===== config.mk =====
export PLATFORM = sky130hd
export DESIGN_NAME = mask_prng_bank
export DESIGN_NICKNAME = d
export VERILOG_FILES = /design/src/rtl/prng_pkg.sv /design/src/rtl/xorshift32_core.sv /design/src/rtl/mask_prng_bank.sv
export SDC_FILE = /design/constraint.sdc
export NUM_CORES = 1
export LEC_CHECK = 0
export CORE_ASPECT_RATIO = 0.9
export CORE_MARGIN = 5
export CORE_UTILIZATION = 45
export CTS_CLUSTER_SIZE = 10
export DETAILED_ROUTE_END_ITERATION = 16
export PLACE_DENSITY = 0.76
export SLEW_MARGIN = 10
export SYNTH_ARGS = -nofsm -noshare
export SYNTH_HDL_FRONTEND = slang
export SYNTH_SLANG_ARGS = --single-unit

===== constraint.sdc =====
create_clock -name clk -period 2.3 [get_ports clk]
set_input_delay 0.345 -clock clk [delete_from_list [all_inputs] [get_ports clk]]
set_output_delay 0.345 -clock clk [all_outputs]
set_load 0.02 [all_outputs]

===== src/rtl/prng_pkg.sv =====
// Shared definitions for the mask PRNG bank: xorshift32 step, FSM states and default seed.
package prng_pkg;

  localparam logic [31:0] DEFAULT_SEED = 32'hCAFEBABE;

  typedef enum logic [0:0] {
    ST_WARMUP = 1'b0,
    ST_RUN    = 1'b1
  } prng_state_e;

  function automatic logic [31:0] xorshift32_step(input logic [31:0] x);
    logic [31:0] t;
    t = x ^ (x << 5'd13);
    t = t ^ (t >> 5'd17);
    t = t ^ (t << 5'd5);
    return t;
  endfunction

endpackage


===== src/rtl/xorshift32_core.sv =====
// 32-bit xorshift state register; load has priority over step.
module xorshift32_core
  import prng_pkg::*;
#(
  parameter logic [31:0] SEED = DEFAULT_SEED
) (
  input  logic        clk_i,
  input  logic        rst_i,
  input  logic        step_i,
  input  logic        load_i,
  input  logic [31:0] load_val_i,
  output logic [31:0] x_o
);

  logic [31:0] x_q;
  logic [31:0] x_d;

  // Next generator state: load, step or hold.
  always_comb begin
    x_d = x_q;
    if (load_i) begin
      x_d = load_val_i;
    end else if (step_i) begin
      x_d = xorshift32_step(x_q);
    end else begin
      x_d = x_q;
    end
  end

  // State register.
  always_ff @(posedge clk_i) begin
    if (rst_i) begin
      x_q <= SEED;
    end else begin
      x_q <= x_d;
    end
  end

  assign x_o = x_q;

endmodule


===== src/rtl/mask_prng_bank.sv =====
// Mask source for the masked AES datapath: one xorshift32 with reseed, warm-up
// and a refresh divider feeding a registered N_MASKS-bit mask.
module mask_prng_bank
  import prng_pkg::*;
#(
  parameter int          N_MASKS     = 3,
  parameter int          REFRESH_DIV = 2,
  parameter int          WARMUP      = 16,
  parameter logic [31:0] SEED        = 32'hCAFEBABE
) (
  input  logic               clk,
  input  logic               rst,
  input  logic               seed_valid,
  input  logic [31:0]        seed_data,
  output logic               seed_ready,
  input  logic               en,
  output logic [N_MASKS-1:0] mask,
  output logic               mask_valid,
  output logic               mask_refresh,
  output logic [31:0]        rng_word
);

  localparam int WW = ($clog2(WARMUP + 1) < 1) ? 1 : $clog2(WARMUP + 1);
  localparam int DW = ($clog2(REFRESH_DIV) < 1) ? 1 : $clog2(REFRESH_DIV);
  localparam logic [WW-1:0] WARM_LAST = WW'((WARMUP > 0) ? (WARMUP - 1) : 0);
  localparam logic [DW-1:0] DIV_LAST  = DW'(REFRESH_DIV - 1);
  localparam prng_state_e   START_ST  = (WARMUP == 0) ? ST_RUN : ST_WARMUP;

  prng_state_e        state_q, state_d;
  logic [WW-1:0]      warm_cnt_q, warm_cnt_d;
  logic [DW-1:0]      div_q, div_d;
  logic [N_MASKS-1:0] mask_q, mask_d;
  logic               mask_valid_q, mask_valid_d;
  logic               mask_refresh_q, mask_refresh_d;
  logic               seed_ready_q;
  logic               step_s;
  logic               load_s;
  logic               reseed_s;
  logic [31:0]        load_val_s;
  logic [31:0]        x_s;

  assign reseed_s   = seed_valid & seed_ready_q;
  assign load_val_s = (seed_data == 32'h0000_0000) ? SEED : seed_data;

  xorshift32_core #(
    .SEED(SEED)
  ) u_core (
    .clk_i     (clk),
    .rst_i     (rst),
    .step_i    (step_s),
    .load_i    (load_s),
    .load_val_i(load_val_s),
    .x_o       (x_s)
  );

  // FSM, warm-up counter, refresh divider and mask next-state.
  always_comb begin
    state_d        = state_q;
    warm_cnt_d     = warm_cnt_q;
    div_d          = div_q;
    mask_d         = mask_q;
    mask_valid_d   = mask_valid_q;
    mask_refresh_d = 1'b0;
    step_s         = 1'b0;
    load_s         = 1'b0;
    if (reseed_s) begin
      load_s       = 1'b1;
      state_d      = START_ST;
      warm_cnt_d   = '0;
      div_d        = '0;
      mask_d       = '0;
      mask_valid_d = 1'b0;
    end else begin
      case (state_q)
        ST_WARMUP: begin
          step_s = 1'b1;
          if (warm_cnt_q == WARM_LAST) begin
            state_d    = ST_RUN;
            warm_cnt_d = '0;
            div_d      = '0;
          end else begin
            warm_cnt_d = warm_cnt_q + WW'(1'b1);
          end
        end
        ST_RUN: begin
          if (en) begin
            step_s = 1'b1;
            if (div_q == DIV_LAST) begin
              // Mask takes the post-step word so it matches rng_word after the edge.
              div_d          = '0;
              mask_d         = N_MASKS'(xorshift32_step(x_s));
              mask_valid_d   = 1'b1;
              mask_refresh_d = 1'b1;
            end else begin
              div_d = div_q + DW'(1'b1);
            end
          end else begin
            step_s = 1'b0;
          end
        end
        default: begin
          state_d = START_ST;
        end
      endcase
    end
  end

  // Control and output registers.
  always_ff @(posedge clk) begin
    if (rst) begin
      state_q        <= START_ST;
      warm_cnt_q     <= '0;
      div_q          <= '0;
      mask_q         <= '0;
      mask_valid_q   <= 1'b0;
      mask_refresh_q <= 1'b0;
      seed_ready_q   <= 1'b0;
    end else begin
      state_q        <= state_d;
      warm_cnt_q     <= warm_cnt_d;
      div_q          <= div_d;
      mask_q         <= mask_d;
      mask_valid_q   <= mask_valid_d;
      mask_refresh_q <= mask_refresh_d;
      seed_ready_q   <= 1'b1;
    end
  end

  assign seed_ready   = seed_ready_q;
  assign mask         = mask_q;
  assign mask_valid   = mask_valid_q;
  assign mask_refresh = mask_refresh_q;
  assign rng_word     = x_s;

endmodule


==> results.cfg, run 1 <==
[status]
status = finished clean

[power]
p_int_mw = 3.38
switchingPower_mw = 2.37
leakage_nw = 1.44
swShare_pct = 41.2
p_clk_share_pct = 8.6
powerDensity_mw_per_mm2 = 1620
p_comb_share_pct = 66.1
seq_power_share_pct = 25.3
peakVddDrop_uv = 1080

[min_path]
hold_class = reg -> reg
whs_path_depth = 2
min_from = warm_cnt_q[4]
hold_path_end = warm_cnt_q[4]

[yosys]
yosysTopAreaCellShare_pct = 34.4
synth_top_cells_by_area = dfxtp_1 34%, xnor2_1 14%, xor2_1 9.7%, xnor3_1 6.9%, a2bb2oi_1 5.7%
synth_area_per_cell_um2 = 9.40
ys.flop_type = dfxtp_1
async_reset_ff_share_pct = 0
yosysTopAreaCell = dfxtp_1
synth.distinct_cells = 39
synthCells = 279
synth.ff_latch_count = 45
seq_area_frac_synth_pct = 34.4
synth_area_mm2 = 0.00262
syn_nets = 316
synth_edf_count = 0
yosysWarnings = 0

[setup_path]
path_class = in -> reg
crit_fanout = 18
critPathSlowestCell = clkdlybuf4s50_1
rr_worst_depth = 5
crit_chain = clkdlybuf4s50_1 > nor4_1 > buf_4 > nand4_1 > nor2_1 > or3_1 > buf_12 > a2bb2oi_1
start_kind = input port
cp.required_ns = 2.52
ff2ff_setup_slack_ns = 0.53
max_stage_delay_ns = 0.44
rr_endpoint = u_core.x_o[14]
cp.arrival_ns = 2.09
cp-end-kind = flip-flop
timing.rr.start = u_core.x_o[18]

[detailed_routing]
drc = 0
dr.pass1.iters = 4
routed_wl_mm = 7.36
vias = 2233
drtIter0Drc = 167
avgViaCountPerCell = 5.27
wire_per_inst_um = 17.4
ant_nets = 0

[sta]
maxSlewViolCount = 0
setup_tns_ns = 0
layout_setup_ws_ns = 0.425
setup_viol = 0
clock.fmax_mhz = 533
finalCriticalPeriod_ns = 1.87
finClkSkew_ns = 0.00719
holdWs_ns = 0.449
rsz0062_at_grt = false
fin_crit_sh_pct = 81.5
worstMarginPinSlew_ns = 0.576
finalHoldViolations = 0
relSlewSlack_pct = 61.3

[finish]
antenna_cells = 0
layout-drive-gt1-share_pct = 5.93
fin_nets = 391
syn2layout_area_growth_pct = 35.0

[cts]
cts.htree.levels = 2
cts.clk_slew.worst_paths_ns = 0.08
cts_tree = yes
cts_hold_repair.buffers = 0
cts_root_buf = clkbuf_8
clockBufferDepth = 2
ctsResizeCount = 0
clk_latency_ns = 0.29
clkSinkCount = 45
cts_buffers = 5
postCtsSetupBuffers = 0

[die]
die_h_um = 82.4
start_util_pct = 46.3
io_pins = 74
num_rows = 26
die_w_um = 90.5
die-area_mm2 = 0.00746
coreArea_mm2 = 0.00566

[global_routing]
grt_pass1_wl_mm = 11.7
first_global_vias = 2176
grt.overflow.total = 0
grt_max_degree = 26
antenna_found_initial = 0
grt_usage_pct = 20.0

[placement]
place_hpwl_mm = 5.69
pre_cts_ws_ns = 0.149
io_buffers = 73
routabilityCongestion = 0.840

[job]
maxCapViolations = 0
worst max path at each step:
stage                          end  slack [ns]      startpoint  cells past startpoint
floorplan           u_core.x_o[14]        0.50  u_core.x_o[18]                      5
global placement    u_core.x_o[18]        0.17    seed_data[0]                      7
detailed placement  u_core.x_o[11]        0.15    seed_data[7]                      8
CTS                 u_core.x_o[11]        0.42    seed_data[7]                      8
global route        u_core.x_o[25]        0.30    seed_data[7]                      8
finish              u_core.x_o[11]        0.43    seed_data[7]                      8
cell type report:
cell class,count,area [um2]
fill,517,2120
multi-input combinational,216,1640
timing repair buffer,83,818
inverter,3,11.3
sequential,45,901
clock buffer,7,86.3
tap,70,87.6
cells in the mapped netlist (2+ instances only):
cell / count
nand3_1: 2
o21ai_0: 10
or3_1: 3
buf_2: 2
a211oi_1: 5
a22oi_1: 2
a21oi_1: 4
nor4_1: 8
buf_4: 2
inv_1: 2
a311oi_1: 2
a2bb2oi_1: 17
nor3_1: 8
xor2_2: 3
mux2i_1: 4
xnor3_1: 8
dfxtp_1: 45
nor2b_1: 2
nor2_1: 36
xnor2_1: 42
nand2_1: 18
nand4_1: 2
xor2_1: 29
clkbuf_1: 8
power groups by stage:
stage	clock network (mW)	logic, mW	registers (mW)
2_1_floorplan	0	2.67	1.63
3_3_place_gp	0	3.73	1.47
3_5_place_dp	0	3.80	1.47
4_1_cts	0.503	3.83	1.45
5_1_grt	0.547	4.16	1.50
6_report	0.494	3.80	1.45
critical path: cells and delay by family:
kind | cells | cell delay, ns
and+or+nand+nor | 4 | 0.77
AOI/OAI and AO/OA | 1 | 0.18
buffers and inverters | 3 | 0.79
sequential cells by signal, indices dropped and copies added, names as in the netlist:
signal / cells
mask_valid: 1
mask_refresh: 1
warm_cnt_q: 5
u_core.x_o: 32
mask: 3
seed_ready: 1
state_q: 1
div_q: 1
per-layer routing:
layer	track usage, %	share of wire (%)	routed length, um	up-vias
li1	-	-	-	1098
met1	27.5	44	3240	1033
met2	31.9	47	3470	87
met3	4.80	7.2	528	15
met4	5.21	1.6	119	0
met5	0	0	0	-
cell usage in the layout (no fill, tap or decap), drive strengths merged, types with 3 or more instances in the layout:
cell and n:
clkdlybuf4s50 73, dfxtp 45, xnor2 42, nor2 36, xor2 32, nand2 18, a2bb2oi 17, o21ai 10
buf 10, xnor3 9, nor4 8, nor3 8, clkbuf 7, a211oi 6, a21oi 4, mux2i 4
or3 3
cell families after synthesis:
kind of cell | share of synthesized area (%)
and+or+nand+nor | 14.0
buffers and inverters | 3.29
adders and majority gates | 0.477
AOI/OAI and AO/OA | 13.0
DFF | 34.4
xor gates and xnor gates | 33.3
muxes | 1.53
per-stage QoR:
stage / std cells / total power, mW / utilization, % / cell area (um2)
global route: 424 / 6.21 / 62.5 / 3540
finish: 424 / 5.75 / 62.5 / 3540
CTS: 424 / 5.78 / 62.5 / 3540
detailed placement: 417 / 5.27 / 61.0 / 3450
global placement: 417 / 5.20 / 61.0 / 3450
floorplan: 279 / 4.30 / - / 2620
No activity file was read; power rests on OpenSTA's default activity.
==> run 2, diff against run 1 <==
- CORE_UTILIZATION: 45 -> 43
- clock period: 2.3 -> 1.68 ns (I/O delays scaled with it)
==> run 2 against run 1 <==
The flow now finishes with violations (setup timing). Combinational power up 59%. Sequential share of layout area fell by 3.5 points. Cell count up 14%. Critical path depth unchanged. Highest routed layer unchanged.
==> results.cfg, run 2 (synthesis gave the netlist of run 1 again) <==
[status]
status = finished, violations left
violations = setup timing

[detailed_routing]
dr.pass1.iters = 4
ant_nets = 0
drtIter0Drc = 165
routed_wl_mm = 8.46
avgViaCountPerCell = 5.30
drc = 0
vias = 2562
wire_per_inst_um = 17.5

[cts]
cts_tree = yes
cts_hold_repair.buffers = 0
clkSinkCount = 45
cts_buffers = 5
clk_latency_ns = 0.30
cts_root_buf = clkbuf_8
clockBufferDepth = 2
cts.htree.levels = 2
cts.clk_slew.worst_paths_ns = 0.09

[placement]
dp_cells = 474
io_buffers = 73
place_hpwl_mm = 6.39
routabilityCongestion = 0.891

[die]
num_rows = 27
coreArea_mm2 = 0.00601
die_w_um = 92.3
die_h_um = 84.1
die-area_mm2 = 0.00776
io_pins = 74
start_util_pct = 43.6

[sta]
worstMarginPinSlew_ns = 0.517
maxSlewViolCount = 0
clock.fmax_mhz = 593
setup_viol = 2
layout_setup_ws_ns = -0.00612
rsz0062_at_grt = true
relSlewSlack_pct = 65.3
fin_crit_sh_pct = 100
finalCriticalPeriod_ns = 1.69
setup_tns_ns = -0.00937
finClkSkew_ns = 0.0127
finalHoldViolations = 0

[setup_path]
rr_worst_depth = 5
crit_cells = 8
cp-end-kind = flip-flop
critPathSlowestCell = clkdlybuf4s50_1
crit_chain = clkdlybuf4s50_1 > nor4_2 > buf_4 > nand4_1 > nor2_2 > or3_4 > clkbuf_16 > a2bb2oi_1
crit_fanout = 9
timing.rr.start = u_core.x_o[13]
cp.required_ns = 1.92
crit_family = buffers and inverters
endpoint = u_core.x_o[13]
max_stage_delay_ns = 0.43
path_class = in -> reg
critPathBufInv = 3
cp.arrival_ns = 1.92
start_kind = input port
rr_endpoint = u_core.x_o[9]
crit_start = seed_data[0]
ff2ff_setup_slack_ns = 0.08

[global_routing]
grt_pass1_wl_mm = 12.9
grt.overflow.total = 0
grt_max_degree = 26
grt_usage_pct = 21.0
antenna_found_initial = 0
first_global_vias = 2612

[finish]
fin_cells = 483
multi_input_area_mm2 = 0.00173
syn2layout_area_growth_pct = 57.2
layout-drive-gt1-share_pct = 23.6
final_common_cell = buf_4
fillCellCount = 448
ff_latch_area_um2 = 906
fin_util_pct = 68.6
antenna_cells = 0
largest_reg_flops = 32
fin_nets = 448
layout.cells.most_common_list = 63 x buf_4, 59 x clkdlybuf4s50_1, 41 x dfxtp_1

[power]
peakVddDrop_uv = 1230
leakage_nw = 1.83
powerDensity_mw_per_mm2 = 2080

[job]
maxCapViolations = 0

[min_path]
hold_class = in -> reg
[run 2: cell count changes in the layout (fill, tap and decap cells not counted), sizes merged]
cell | previous run | this run
dlygate4sd2 | 0 | 6
buf | 10 | 66
clkdlybuf4s50 | 73 | 59
clkbuf | 7 | 8
dlymetal6s2s | 0 | 8
[run 2: area by class of cell]
cell class	instances	share of cell area (%)
clock buffers	7	2.09
inverters	3	0.273
multi-input cells	216	41.9
flip-flops and latches	45	22.0
well taps	72	2.19
repair buffers	140	31.6
[run 2: worst reg2reg max path: stages, from the launching register on]
cell       delay, ns
dfxtp_1         0.43
xor2_2          0.28
xnor3_1         0.38
nor2_1          0.17
xnor2_1         0.14
a2bb2oi_1       0.08
[run 2: how the worst min path moves through the flow]
stage	from	endpoint	cells past startpoint
after floorplan	seed_data[12]	u_core.x_o[12]	1
after global placement	warm_cnt_q[4]	warm_cnt_q[4]	2
after detailed placement	mask_valid	mask_valid	2
after CTS	mask_valid	mask_valid	2
after global routing	seed_data[7]	u_core.x_o[7]	2
final	seed_data[7]	u_core.x_o[7]	2
[run 2: metal layers]
metal / vias to the layer above / GRT usage (%) / wire length [um] / share of wire (%)
met4: 0 / 7.29 / 194 / 2.3
met1: 1242 / 26.5 / 3540 / 42
met2: 82 / 35.4 / 4250 / 50
li1: 1218 / - / - / -
met5: - / 0 / 0 / 0
met3: 20 / 4.42 / 476 / 5.6
[run 2: power by group]
group          leakage [nW]  switching, mW  internal (mW)
logic                  1.41           2.81           3.23
registers             0.372          0.409           1.42
clock network        0.0443          0.356          0.327
total                  1.83           3.58           4.98
[run 2: metrics by stage]
step	setup WS, ns	total power [mW]	hold WS (ns)	cell area, um2
after global placement	-0.211	7.51	0.431	3900
after detailed placement	-0.335	7.69	0.438	3900
final	-0.00612	8.56	0.298	4120
after CTS	0.00284	8.38	0.450	4000
after global routing	-0.0746	9.13	0.298	4120
after floorplan	-0.0199	5.89	0.393	2630
[run 2: timing repair]
item	in CTS	in global routing
cloned	0	1
setup endpoints to repair	9	23
gates resized for setup	11	20
setup buffers	0	1
pin swaps	0	4
==> run 3, diff against run 2 <==
- HOLD_SLACK_MARGIN: default -> 0.12
==> results of run 3 <==
The final DEF is identical to that of run 2; final timing and power are the same.
